File: src/rtl/hiscore_pkg.sv
// rtl/hiscore_pkg.sv - shared types and default constants for the hiscore RAM arbiter
// Contents:
//   hs_state_t       arbiter state enum (IDLE, PAUSING, SETTLE, OWN, RELEASE)
//   DEF_SETTLE       default settle delay after pause_ack
//   DEF_IDLE_TIMEOUT default hiscore inactivity timeout
//   DEF_FIFO_DEPTH   default pending-write buffer depth (power of two)
package hiscore_pkg;

  typedef enum logic [2:0] {
    ST_IDLE,
    ST_PAUSING,
    ST_SETTLE,
    ST_OWN,
    ST_RELEASE
  } hs_state_t;

  localparam int DEF_SETTLE       = 4;
  localparam int DEF_IDLE_TIMEOUT = 255;
  localparam int DEF_FIFO_DEPTH   = 16;

endpackage

File: src/rtl/hiscore_wr_fifo.sv
// rtl/hiscore_wr_fifo.sv - synchronous FIFO holding hiscore writes awaiting RAM ownership
// Ports:
//   clk, reset   clock, synchronous active-high reset (empties the FIFO)
//   push, din    enqueue din; ignored when full
//   pop          dequeue head; ignored when empty
//   full, empty  occupancy flags
//   head         oldest entry (valid when not empty)
module hiscore_wr_fifo
  import hiscore_pkg::*;
#(
  parameter int W     = 18,
  parameter int DEPTH = DEF_FIFO_DEPTH
) (
  input  logic         clk,
  input  logic         reset,
  input  logic         push,
  input  logic         pop,
  input  logic [W-1:0] din,
  output logic         full,
  output logic         empty,
  output logic [W-1:0] head
);

  localparam int PW = $clog2(DEPTH);

  logic [W-1:0]  mem [DEPTH];
  logic [PW-1:0] rd_ptr;
  logic [PW-1:0] wr_ptr;
  logic [PW:0]   count;
  logic          do_push;
  logic          do_pop;

  assign full    = (count == (PW+1)'(DEPTH));
  assign empty   = (count == '0);
  // A push while full is dropped even if a pop happens in the same cycle.
  assign do_push = push & ~full;
  assign do_pop  = pop & ~empty;
  assign head    = mem[rd_ptr];

  always_ff @(posedge clk) begin
    if (do_push) begin
      mem[wr_ptr] <= din;
    end
  end

  always_ff @(posedge clk) begin
    if (reset) begin
      rd_ptr <= '0;
      wr_ptr <= '0;
      count  <= '0;
    end else begin
      if (do_push) begin
        wr_ptr <= wr_ptr + 1'b1;
      end
      if (do_pop) begin
        rd_ptr <= rd_ptr + 1'b1;
      end
      case ({do_push, do_pop})
        2'b10:   count <= count + 1'b1;
        2'b01:   count <= count - 1'b1;
        default: count <= count;
      endcase
    end
  end

endmodule

File: src/rtl/hiscore_ram_arbiter.sv
// rtl/hiscore_ram_arbiter.sv - shares the game work RAM between the CPU and the hiscore block
// Ports:
//   clk, reset                        clock, synchronous active-high reset
//   hs_address, hs_data, hs_write     hiscore RAM port
//   hs_din                            registered readback to the hiscore block
//   cpu_addr, cpu_dout, cpu_we        CPU RAM port
//   pause_req / pause_ack             CPU halt handshake
//   ram_addr, ram_din, ram_we         muxed port to the single-port RAM
//   ram_dout                          RAM read data (one cycle after address)
//   hs_busy                           arbiter not idle
//   ovf                               sticky pending-write overflow
module hiscore_ram_arbiter
  import hiscore_pkg::*;
#(
  parameter int AW           = 10,
  parameter int SETTLE       = DEF_SETTLE,
  parameter int IDLE_TIMEOUT = DEF_IDLE_TIMEOUT,
  parameter int FIFO_DEPTH   = DEF_FIFO_DEPTH
) (
  input  logic          clk,
  input  logic          reset,
  input  logic [AW-1:0] hs_address,
  input  logic [7:0]    hs_data,
  input  logic          hs_write,
  output logic [7:0]    hs_din,
  input  logic [AW-1:0] cpu_addr,
  input  logic [7:0]    cpu_dout,
  input  logic          cpu_we,
  output logic          pause_req,
  input  logic          pause_ack,
  output logic [AW-1:0] ram_addr,
  output logic [7:0]    ram_din,
  output logic          ram_we,
  input  logic [7:0]    ram_dout,
  output logic          hs_busy,
  output logic          ovf
);

  localparam int IW = $clog2(IDLE_TIMEOUT + 1);
  localparam int SW = $clog2(SETTLE + 1);
  localparam logic [IW-1:0] IDLE_MAX    = IW'(IDLE_TIMEOUT);
  localparam logic [SW-1:0] SETTLE_LOAD = SW'(SETTLE - 1);

  hs_state_t     state;
  hs_state_t     state_nxt;
  logic [SW-1:0] settle_cnt;
  logic [SW-1:0] settle_nxt;
  logic [IW-1:0] idle_cnt;
  logic [IW-1:0] idle_nxt;
  logic          pend;
  logic          pend_nxt;
  logic [AW-1:0] hs_address_q;
  logic          direct_q;
  logic          activity;
  logic          own;

  logic          fifo_push;
  logic          fifo_pop;
  logic          fifo_full;
  logic          fifo_empty;
  logic [AW+7:0] fifo_head;

  assign activity  = hs_write | (hs_address != hs_address_q);
  assign own       = (state == ST_OWN);
  // Writes bypass the FIFO only when the hiscore side already owns an empty queue.
  assign fifo_push = hs_write & ~(own & fifo_empty);
  // A falling pause_ack aborts ownership; the head stays queued for the next grant.
  assign fifo_pop  = own & pause_ack & ~fifo_empty;

  hiscore_wr_fifo #(
    .W     (AW + 8),
    .DEPTH (FIFO_DEPTH)
  ) u_fifo (
    .clk   (clk),
    .reset (reset),
    .push  (fifo_push),
    .pop   (fifo_pop),
    .din   ({hs_address, hs_data}),
    .full  (fifo_full),
    .empty (fifo_empty),
    .head  (fifo_head)
  );

  always_comb begin
    state_nxt  = state;
    settle_nxt = settle_cnt;
    idle_nxt   = idle_cnt;
    pend_nxt   = pend;
    case (state)
      ST_IDLE: begin
        pend_nxt = 1'b0;
        if (activity | pend | ~fifo_empty) begin
          state_nxt = ST_PAUSING;
        end
      end
      ST_PAUSING: begin
        if (pause_ack) begin
          state_nxt  = ST_SETTLE;
          settle_nxt = SETTLE_LOAD;
        end
      end
      ST_SETTLE: begin
        if (!pause_ack) begin
          state_nxt = ST_PAUSING;
        end else if (settle_cnt == '0) begin
          state_nxt = ST_OWN;
          idle_nxt  = '0;
        end else begin
          settle_nxt = settle_cnt - 1'b1;
        end
      end
      ST_OWN: begin
        if (activity | ~fifo_empty) begin
          idle_nxt = '0;
        end else if (idle_cnt != IDLE_MAX) begin
          idle_nxt = idle_cnt + 1'b1;
        end
        if (!pause_ack) begin
          state_nxt = ST_PAUSING;
          idle_nxt  = '0;
        end else if (idle_nxt == IDLE_MAX) begin
          state_nxt = ST_RELEASE;
        end
      end
      ST_RELEASE: begin
        // Remember activity seen while handing the port back so IDLE re-requests.
        pend_nxt  = activity;
        idle_nxt  = '0;
        state_nxt = ST_IDLE;
      end
      default: state_nxt = ST_IDLE;
    endcase
  end

  always_ff @(posedge clk) begin
    hs_address_q <= hs_address;
    if (reset) begin
      state      <= ST_IDLE;
      settle_cnt <= '0;
      idle_cnt   <= '0;
      pend       <= 1'b0;
      direct_q   <= 1'b0;
      hs_din     <= 8'h00;
      ovf        <= 1'b0;
    end else begin
      state      <= state_nxt;
      settle_cnt <= settle_nxt;
      idle_cnt   <= idle_nxt;
      pend       <= pend_nxt;
      direct_q   <= own & fifo_empty;
      if (direct_q) begin
        hs_din <= ram_dout;
      end
      if (fifo_push & fifo_full) begin
        ovf <= 1'b1;
      end
    end
  end

  // Reset forces the CPU path immediately so nothing hits the RAM during reset.
  always_comb begin
    ram_addr = cpu_addr;
    ram_din  = cpu_dout;
    ram_we   = cpu_we;
    if (!reset) begin
      case (state)
        ST_OWN: begin
          if (!fifo_empty) begin
            {ram_addr, ram_din} = fifo_head;
            ram_we              = 1'b1;
          end else begin
            ram_addr = hs_address;
            ram_din  = hs_data;
            ram_we   = hs_write;
          end
        end
        ST_RELEASE: ram_we = 1'b0;
        default: ;
      endcase
    end
  end

  assign pause_req = ~reset & ((state == ST_PAUSING) | (state == ST_SETTLE) | own);
  assign hs_busy   = (state != ST_IDLE);

endmodule

File: config.mk
export PLATFORM = sky130hd
export DESIGN_NAME = hiscore_ram_arbiter
export DESIGN_NICKNAME = d
export VERILOG_FILES = /design/src/rtl/hiscore_pkg.sv /design/src/rtl/hiscore_wr_fifo.sv /design/src/rtl/hiscore_ram_arbiter.sv
export SDC_FILE = /design/constraint.sdc
export NUM_CORES = 1
export LEC_CHECK = 0
export CAP_MARGIN = 20
export CORE_ASPECT_RATIO = 1.4
export CORE_MARGIN = 4
export CORE_UTILIZATION = 45
export CTS_CLUSTER_DIAMETER = 100
export CTS_CLUSTER_SIZE = 16
export DETAILED_ROUTE_END_ITERATION = 10
export DONT_BUFFER_PORTS = 1
export PLACE_DENSITY = 0.69
export SETUP_SLACK_MARGIN = 0.5
export SLEW_MARGIN = 25
export SYNTH_ARGS = -nofsm -noshare
export SYNTH_HDL_FRONTEND = slang
export SYNTH_SLANG_ARGS = --single-unit
File: constraint.sdc
create_clock -name clk -period 3.3 [get_ports clk]
set_input_delay 0.66 -clock clk [delete_from_list [all_inputs] [get_ports clk]]
set_output_delay 0.66 -clock clk [all_outputs]
set_load 0.02 [all_outputs]
# After elaboration in Yosys (flattened, before gate mapping)
# Memories as Yosys holds them, arrays and structs flattened. A register that Yosys moved wholly into a read port is not among the register bits.
# Index checks and enable logic that the tools add are counted.
# W data, S select, Z words.
[word_totals]
register_bits = 48
mem_bits_rw = 288
in_bits = 49
wordCells = 97
n_memories = 1
[memory_table]
columns = ["name", "words", "word_bits", "rd", "rd_clocked_by_memory_dff", "write_ports", "line", "source"]
rows = [
  ["u_fifo.mem", 16, 18, 1, 1, 1, "hiscore_wr_fifo.sv:26", "logic [W-1:0] mem [DEPTH];"],
]
[classes]
n_addsub = 6
n_eq_ne = 17
muxes = 33
bitwise_logic = 18
n_reduce_logical = 11
[op_table]
columns = ["op", "n"]
rows = [
  ["$mux W8", 9],
  ["$mux W10", 3],
  ["$mux W3", 9],
  ["$pmux W8 S3", 1],
  ["$pmux W3 S4", 1],
  ["$ne A10 B10 Y1", 1],
  ["$ne A2 B2 Y1 const B", 5],
  ["$pmux W5 S2", 1],
  ["$add A4 B1 Y4 const B", 2],
  ["$add A8 B1 Y8 const B", 1],
  ["$and A1 B1 Y1", 8],
  ["$eq A8 B8 Y1 const B", 1],
  ["$mux W4", 2],
  ["$ne A8 B8 Y1 const B", 1],
  ["$reduce_and A4 Y1", 2],
  ["$eq A3 B2 Y1 const B", 2],
  ["$logic_not A3 Y1", 2],
  ["$or A1 B1 Y1", 6],
  ["$pmux W3 S2", 1],
  ["$reduce_bool A2 Y1", 3],
  ["$reduce_bool A3 Y1", 2],
  ["$add A5 B1 Y5 const B", 1],
  ["$eq A5 B5 Y1 const B", 1],
  ["$logic_not A5 Y1", 1],
  ["other kinds (12)", 19],
]

# Longest topological paths before layout
# Gate-level depths: netlist of the first run.
[logic_depth]
word_depth = 9
ltp_mapped = 14
mapped_depth_nobuf = 12

# By module
# Synthesis of the first run repeated with hierarchy kept, for this count alone.
[unflattened]
hier_cells = 826
hier_area_um2 = 13870.8
[by_module_without_submodules]
columns = ["module", "instances", "cells_per_inst", "area_each_um2", "seq_area_each_um2"]
rows = [
  ["hiscore_wr_fifo", 1, 567, 11785.1, 8988.6],
  ["hiscore_ram_arbiter", 1, 259, 2085.8, 700.7],
]

# Least setup slack after synthesis of the first run
# Ideal clock, no wire load.
[synth_timing]
path_type = "reg2reg"
from = "register state[2]"
to = "memory u_fifo.mem[3][0], enable pin"
arrival_ns = 2.463
required_ns = 2.884
slack_ns = 0.422
stages_incl_launch_ff = 8
synth_period_minus_slack_ns = 2.878
cell_sequence = "dfxtp_1 > buf_2 > and3b_1 > o21ai_0 > and2_1 > buf_2 > nand2_1 > nor3_1"
[synth_via]
elab_chain_len = 7
[synth_lines]
columns = ["element", "line", "source"]
rows = [
  ["start, declared", "hiscore_ram_arbiter.sv:44", "hs_state_t state;"],
  ["start signal, assigned", "hiscore_ram_arbiter.sv:146", "state <= state_nxt;"],
  ["$eq A3 B2 Y1", "hiscore_ram_arbiter.sv:64", "assign own = (state == ST_OWN);"],
  ["$and A1 B1 Y1", "hiscore_ram_arbiter.sv:66", "assign fifo_push = hs_write & ~(own & fifo_empty);"],
  ["$not A1 Y1", "hiscore_ram_arbiter.sv:66", ""],
  ["$and A1 B1 Y1", "hiscore_ram_arbiter.sv:66", ""],
  ["$and A1 B1 Y1", "hiscore_wr_fifo.sv:36", "assign do_push = push & ~full;"],
  ["$mux W1", "hiscore_wr_fifo.sv:41", "if (do_push) begin"],
  ["$mux W1 (implied by the code)", "hiscore_wr_fifo.sv:42", "mem[wr_ptr] <= din;"],
  ["end, declared", "hiscore_wr_fifo.sv:26", ""],
]
# Every way passes these cells.

==> results.md, run 1 <==
* Status: completed
* Routed Antenna Nets at 0
* Area grow syn2layout at 17.11%
* Post-synth top area share at 63.40%
* HP Start: hs_address[5]
* Crit end category: primary output
* Post-synth top cells: edfxtp_1 (288), mux4_2 (72), dfxtp_1 (52)
* Fin Clk Skew at 0.01562 ns
* RSZ-0062 raised after global routing: true
* CTS tree: built
* Die width at 155.1 um
* Ports at 79
* Hold buffer count at CTS at 0
* P_leak at 4.977 nW
* Die Y at 214.0 um
* R2R Path Start: u_fifo.count[3]$_SDFFE_PP0P_
* Starting density of the core at 45.57%
* Hold Path Sink: hs_address_q[5]$_DFF_P_
* DR vias/cell at 5.846
* Post-synth top area cell: edfxtp_1
* Final Cycle Share at 90.85%
* Cts bufs inserted at 25
* # rows at 75
* Post-Synthesis Cell Area at 13,640 sq um
* Initial antenna violation count at 0
* YS warnings at 0
* Detailed Routing Iterations Pass 1 at 4
* Max-slew violation count at 0
* Layout cells sized above 1 at 31.55%
* Cell variety after synth at 53
* Clock transition at the registers of the reported paths at 0.07 ns
* Max-cap violations at 0
* Worst VDD drop at 317.5 uV
* H-tree depth at 1
* RePlAce Congestion at 0.7848
* Final setup vio count at 0
* Pwr per Cell Area at 493.0 nW/um^2
* Path depth of the worst reg2reg path at 12
* Setup TNS at 0 ns
* Top achievable clock speed at 0.3335 GHz
* FILL cells at 2,297
* Post-synth EDFFs at 288
* Final min period at 2.998 ns
* Synthesized flop and latch total at 340
* Final global-route overflow total at 0
* DR iter-0 viols at 493
* Final hold violations at 0
* Asr flop ratio synth at 0%
* Clk Tree Root Cell: clkbuf_16
* Routed length per instance at 24.14 um
* Crit Reg-Reg Endpoint: u_fifo.count[4]$_SDFFE_PP0P_
* Vias in the first global route at 7,576
* Hold-critical path depth at 0
* DRC at 0
* DR vias at 7,272
* Sink Count at 340
* Mapped Cells at 771
* Avg Inst Size Synth at 17.69 sq um
* Post-Route WL at 30.03 mm
* Sequential share of the synthesized area at 71.03%
* First-pass GRT wire length at 46.24 mm
* Port Buffers at 0
* Core area at 29,940 sq um
* Worst hold path type: in2reg
* Final Util at 53.36%
* Most common cell in the synthesized netlist: edfxtp_1
* Worst-Margin Slew at 0.7667 ns
* Nets at 903
* Worst-skew pair later-pin latency at 0.53 ns
* N_diodes at 0
* Area contributors post-synth: edfxtp_1 (63%), mux4_2 (12%), dfxtp_1 (7.6%), a211oi_1 (2.1%), mux2i_1 (2.1%)
* Reg2reg setup slack at 0.69 ns
* Main flop type after synthesis: edfxtp_1
* Final HPWL DP at 17.67 mm
* Slew margin rel. at 48.49%
* WHS at 0.1546 ns
* CP arrival at 2.34 ns
* Syn Nets at 833
* Startpoint types: flop
* GRT Util Overall at 18.24%
* Worst Path Max Fanout at 6
* Largest net degree at the start of global routing at 42
* Total die area at 33,200 sq um
* Max Root-Sink Buffers at 3
* Worst EP required at 2.64 ns
* Worst Setup Path Type: reg2out
==> cells in the final DEF, fill, tap and decap left out, types with 15 or more instances in the layout <==
cell type / instances
clkbuf_16: 27
a211oi_2: 25
buf_4: 57
nand2_1: 22
clkbuf_1: 19
mux4_2: 72
mux2i_1: 24
nor2_1: 37
edfxtp_1: 288
xor2_1: 19
buf_12: 17
nor2b_1: 15
o22ai_1: 17
dfxtp_1: 44
==> worst max-delay path by stage <==
stage | from | endpoint | slack [ns] | cells past startpoint
after global routing | u_fifo.count[3]$_SDFFE_PP0P_ | ram_din[1] | 0.22 | 7
after floorplan | state[2]$_SDFFE_PP0P_ | u_fifo.mem[0][0]$_DFFE_PP_ | 0.45 | 7
final | flop | ram_addr[6] | 0.30 | 7
after global placement | state[2]$_SDFFE_PP0P_ | u_fifo.count[4]$_SDFFE_PP0P_ | 0.34 | 11
after detailed placement | state[2]$_SDFFE_PP0P_ | u_fifo.count[4]$_SDFFE_PP0P_ | 0.31 | 11
after CTS | flop | ram_din[2] | 0.29 | 7
==> registers in the layout, summed over array words and instances, names as in the netlist, 3 cells and up, named ones only <==
name / cells
u_fifo.mem: 288
u_fifo.wr_ptr: 4
hs_din: 8
settle_cnt: 3
u_fifo.rd_ptr: 4
idle_cnt: 8
u_fifo.count: 5
hs_address_q: 10
state: 3
==> routing by layer <==
layer / GRT usage (%) / wire, um / vias to the layer above / share of wire (%)
met5: 0 / 0 / - / 0
met4: 6.127 / 884 / 0 / 2.9
met3: 2.809 / 2065 / 41 / 6.9
met2: 30.94 / 15610 / 265 / 52
met1: 24.10 / 11470 / 3740 / 38
li1: - / - / 3226 / -
==> final cells by class <==
class	count	area, sq um	area share [%]
inverters	6	22.52	0.1410
well taps	385	481.7	3.016
repair buffers	87	969.7	6.070
clock buffers	44	696.9	4.363
flip-flops and latches	340	9714	60.81
multi-input cells	381	4073	25.50
clock inverters	1	16.27	0.1018
==> what timing repair did <==
action | 4_1_cts | 5_1_grt
hold endpoints to repair | 0 | 0
resized for setup | 94 | 16
pin swaps | 18 | 3
setup buffers | 23 | 4
gates cloned | 1 | 2
setup endpoints to repair | 20 | 21
==> critical path: stages (launching register included) <==
cell and delay [ns]:
dfxtp_4 0.38, buf_12 0.15, buf_12 0.13, mux4_2 0.49, nor2b_1 0.17, a211oi_4 0.23
a211oi_2 0.08, buf_4 0.17
==> metrics by stage <==
stage	setup slack, ns	power [W]	cell area, sq um	instances
floorplan	0.4532	0.005031	13650	771
global placement	0.3449	0.005109	14430	1169
detailed placement	0.3119	0.005114	14430	1169
CTS	0.2923	0.007932	15820	1238
global route	0.2171	0.008160	15970	1244
finish	0.3019	0.007875	15970	1244
==> where the power goes <==
part | internal [W] | switching [W] | total (W)
sequential | 0.00471 | 0.0000275 | 0.00474
clock | 0.00144 | 0.00137 | 0.00281
combinational | 0.000152 | 0.000178 | 0.000330
total | 0.00630 | 0.00158 | 0.00788
==> cell families after synthesis <==
family,share of synthesized area (%)
flip-flops,71.03
AND/OR/NAND/NOR,5.595
AO/OA/AOI/OAI,4.971
multiplexers,13.94
XOR/XNOR,1.413
buffers and inverters,1.798
adder cells (fa/ha/maj),1.247
No activity file was read; power rests on OpenSTA's default activity.
==> run 2: changes to the inputs <==
Clock period 3.3 ns to 3.7 ns, I/O delays scaled along.
==> results.md, run 2 (synthesis gave the netlist of run 1 again) <==
* Total die area at 33,200 sq um
* Cts bufs inserted at 25
* Worst Setup EP: ram_addr[5]
* R2R Path Start: state[2]$_SDFFE_PP0P_
* Die width at 155.1 um
* WHS at 0.2202 ns
* Final HPWL DP at 18.02 mm
* First-pass GRT wire length at 44.51 mm
* CP arrival at 2.44 ns
* Status: completed
* Crit end category: primary output
* Worst Setup Path Type: reg2out
* Nets at 903
* P_leak at 4.909 nW
* Startpoint types: flop
* Area grow syn2layout at 14.58%
* Largest regs: u_fifo.mem (288), hs_address_q (10)
* DR iter-0 viols at 488
* Vias in the first global route at 7,365
* Final global-route overflow total at 0
* Max-cap violations at 0
* N_diodes at 0
* Routed Antenna Nets at 0
* DR vias at 7,240
* Clk Tree Root Cell: clkbuf_16
* Fin Clk Skew at 0.01929 ns
* FILL cells at 2,320
* Layout cells sized above 1 at 28.26%
* Worst VDD drop at 285.7 uV
* Most common library cell in the layout ignoring fill and taps: edfxtp_1
* RSZ-0062 raised after global routing: true
* Initial antenna violation count at 0
* Core area at 29,940 sq um
* Port Buffers at 0
* Path depth of the worst reg2reg path at 11
* Pwr per Cell Area at 450.6 nW/um^2
* Max-slew violation count at 0
* Reg2reg setup slack at 0.81 ns
* Worst-Margin Slew at 0.7092 ns
* Max Root-Sink Buffers at 3
* Clock transition at the registers of the reported paths at 0.07 ns
* # rows at 75
* Hold buffer count at CTS at 0
* Die Y at 214.0 um
* Final setup vio count at 0
* Detailed Routing Iterations Pass 1 at 4
* Starting density of the core at 45.57%
* Total Power at 0.007042 W
* Crit Reg-Reg Endpoint: u_fifo.count[4]$_SDFFE_PP0P_
* Max reg flops at 288
* Final Cycle Share at 86.04%
* Largest net degree at the start of global routing at 42
* Routed length per instance at 23.67 um
* GRT Util Overall at 17.69%
* Sink Count at 340
* Slew margin rel. at 52.36%
* Most flops, register: u_fifo.mem
* DRC at 0
* Final hold violations at 0
* Worst-skew pair later-pin latency at 0.55 ns
* RePlAce Congestion at 0.7930
* Final Util at 52.21%
* Worst Path Max Fanout at 8
* Top achievable clock speed at 0.3141 GHz
* Ports at 79
* DR vias/cell at 5.815
* Worst EP required at 2.96 ns
* Setup TNS at 0 ns
* Commonest non-fill, non-tap cells in the layout: edfxtp_1 (288), buf_4 (73), mux4_2 (72)
* H-tree depth at 1
* Post-Route WL at 29.46 mm
* CTS tree: built
* Worst hold path type: in2reg
* Final min period at 3.184 ns
-- run 2: cell types whose count changed in the layout (fill, tap and decap cells not counted), sizes merged --
| cell | change |
|---|---|
| buf | +1 |
| inv | +2 |
| clkinv | -1 |
| clkbuf | -1 |
-- run 2: what timing repair did --
item,4_1_cts,5_1_grt
endpoints found under the setup margin,18,18
setup buffers,9,19
resized for setup,39,10
cloned,0,1
pin swaps,5,10
-- run 2: metrics by stage --
stage	setup WS (ns)	area, sq um	cells
after floorplan	0.8215	13640	771
after global placement	0.7222	14390	1170
after detailed placement	0.7085	14390	1170
after CTS	0.4530	15390	1225
after global routing	0.4507	15630	1245
final	0.5164	15630	1245
-- run 2: critical path: stages, from the launching register on --
cell and delay (ns):
dfxtp_4 0.39, buf_12 0.12, buf_6 0.16, mux4_2 0.51, nor2b_1 0.17, a211oi_2 0.29, a211oi_1 0.08, buf_4 0.17
-- run 2: per-layer routing --
layer / global-route usage, % / part of all wire, % / vias to the layer above
met3: 2.668 / 5.8 / 49
li1: - / - / 3223
met1: 22.31 / 38 / 3745
met5: 0 / 0 / -
met2: 31.02 / 53 / 223
met4: 6.244 / 3.0 / 0
-- run 2: cell type report --
type	count	area [sq um]	area share [%]
Multi-Input combinational cell	381	3899	24.94
Sequential cell	340	9704	62.09
Inverter	6	22.52	0.1441
Clock buffer	44	718.2	4.595
Timing Repair Buffer	87	787.0	5.035
Clock inverter	2	17.52	0.1121
Tap cell	385	481.7	3.082
-- run 2: how the worst min path moves through the flow --
stage / slack, ns / to / depth (start not counted) / startpoint
floorplan: 0.44 / settle_cnt[0]$_SDFFE_PP0P_ / 1 / settle_cnt[0]$_SDFFE_PP0P_
global placement: 0.45 / settle_cnt[0]$_SDFFE_PP0P_ / 1 / settle_cnt[0]$_SDFFE_PP0P_
detailed placement: 0.45 / settle_cnt[0]$_SDFFE_PP0P_ / 1 / settle_cnt[0]$_SDFFE_PP0P_
CTS: 0.19 / hs_address_q[4]$_DFF_P_ / 0 / hs_address[4]
global route: 0.19 / hs_address_q[4]$_DFF_P_ / 0 / hs_address[4]
finish: 0.22 / hs_address_q[6]$_DFF_P_ / 0 / hs_address[6]
-- run 2: power breakdown --
part / leakage (nW) / total, W / internal, W / switching (W)
clock network: 0.351 / 0.00256 / 0.00132 / 0.00123
logic: 1.53 / 0.000255 / 0.000115 / 0.000140
registers: 3.03 / 0.00423 / 0.00420 / 0.0000273
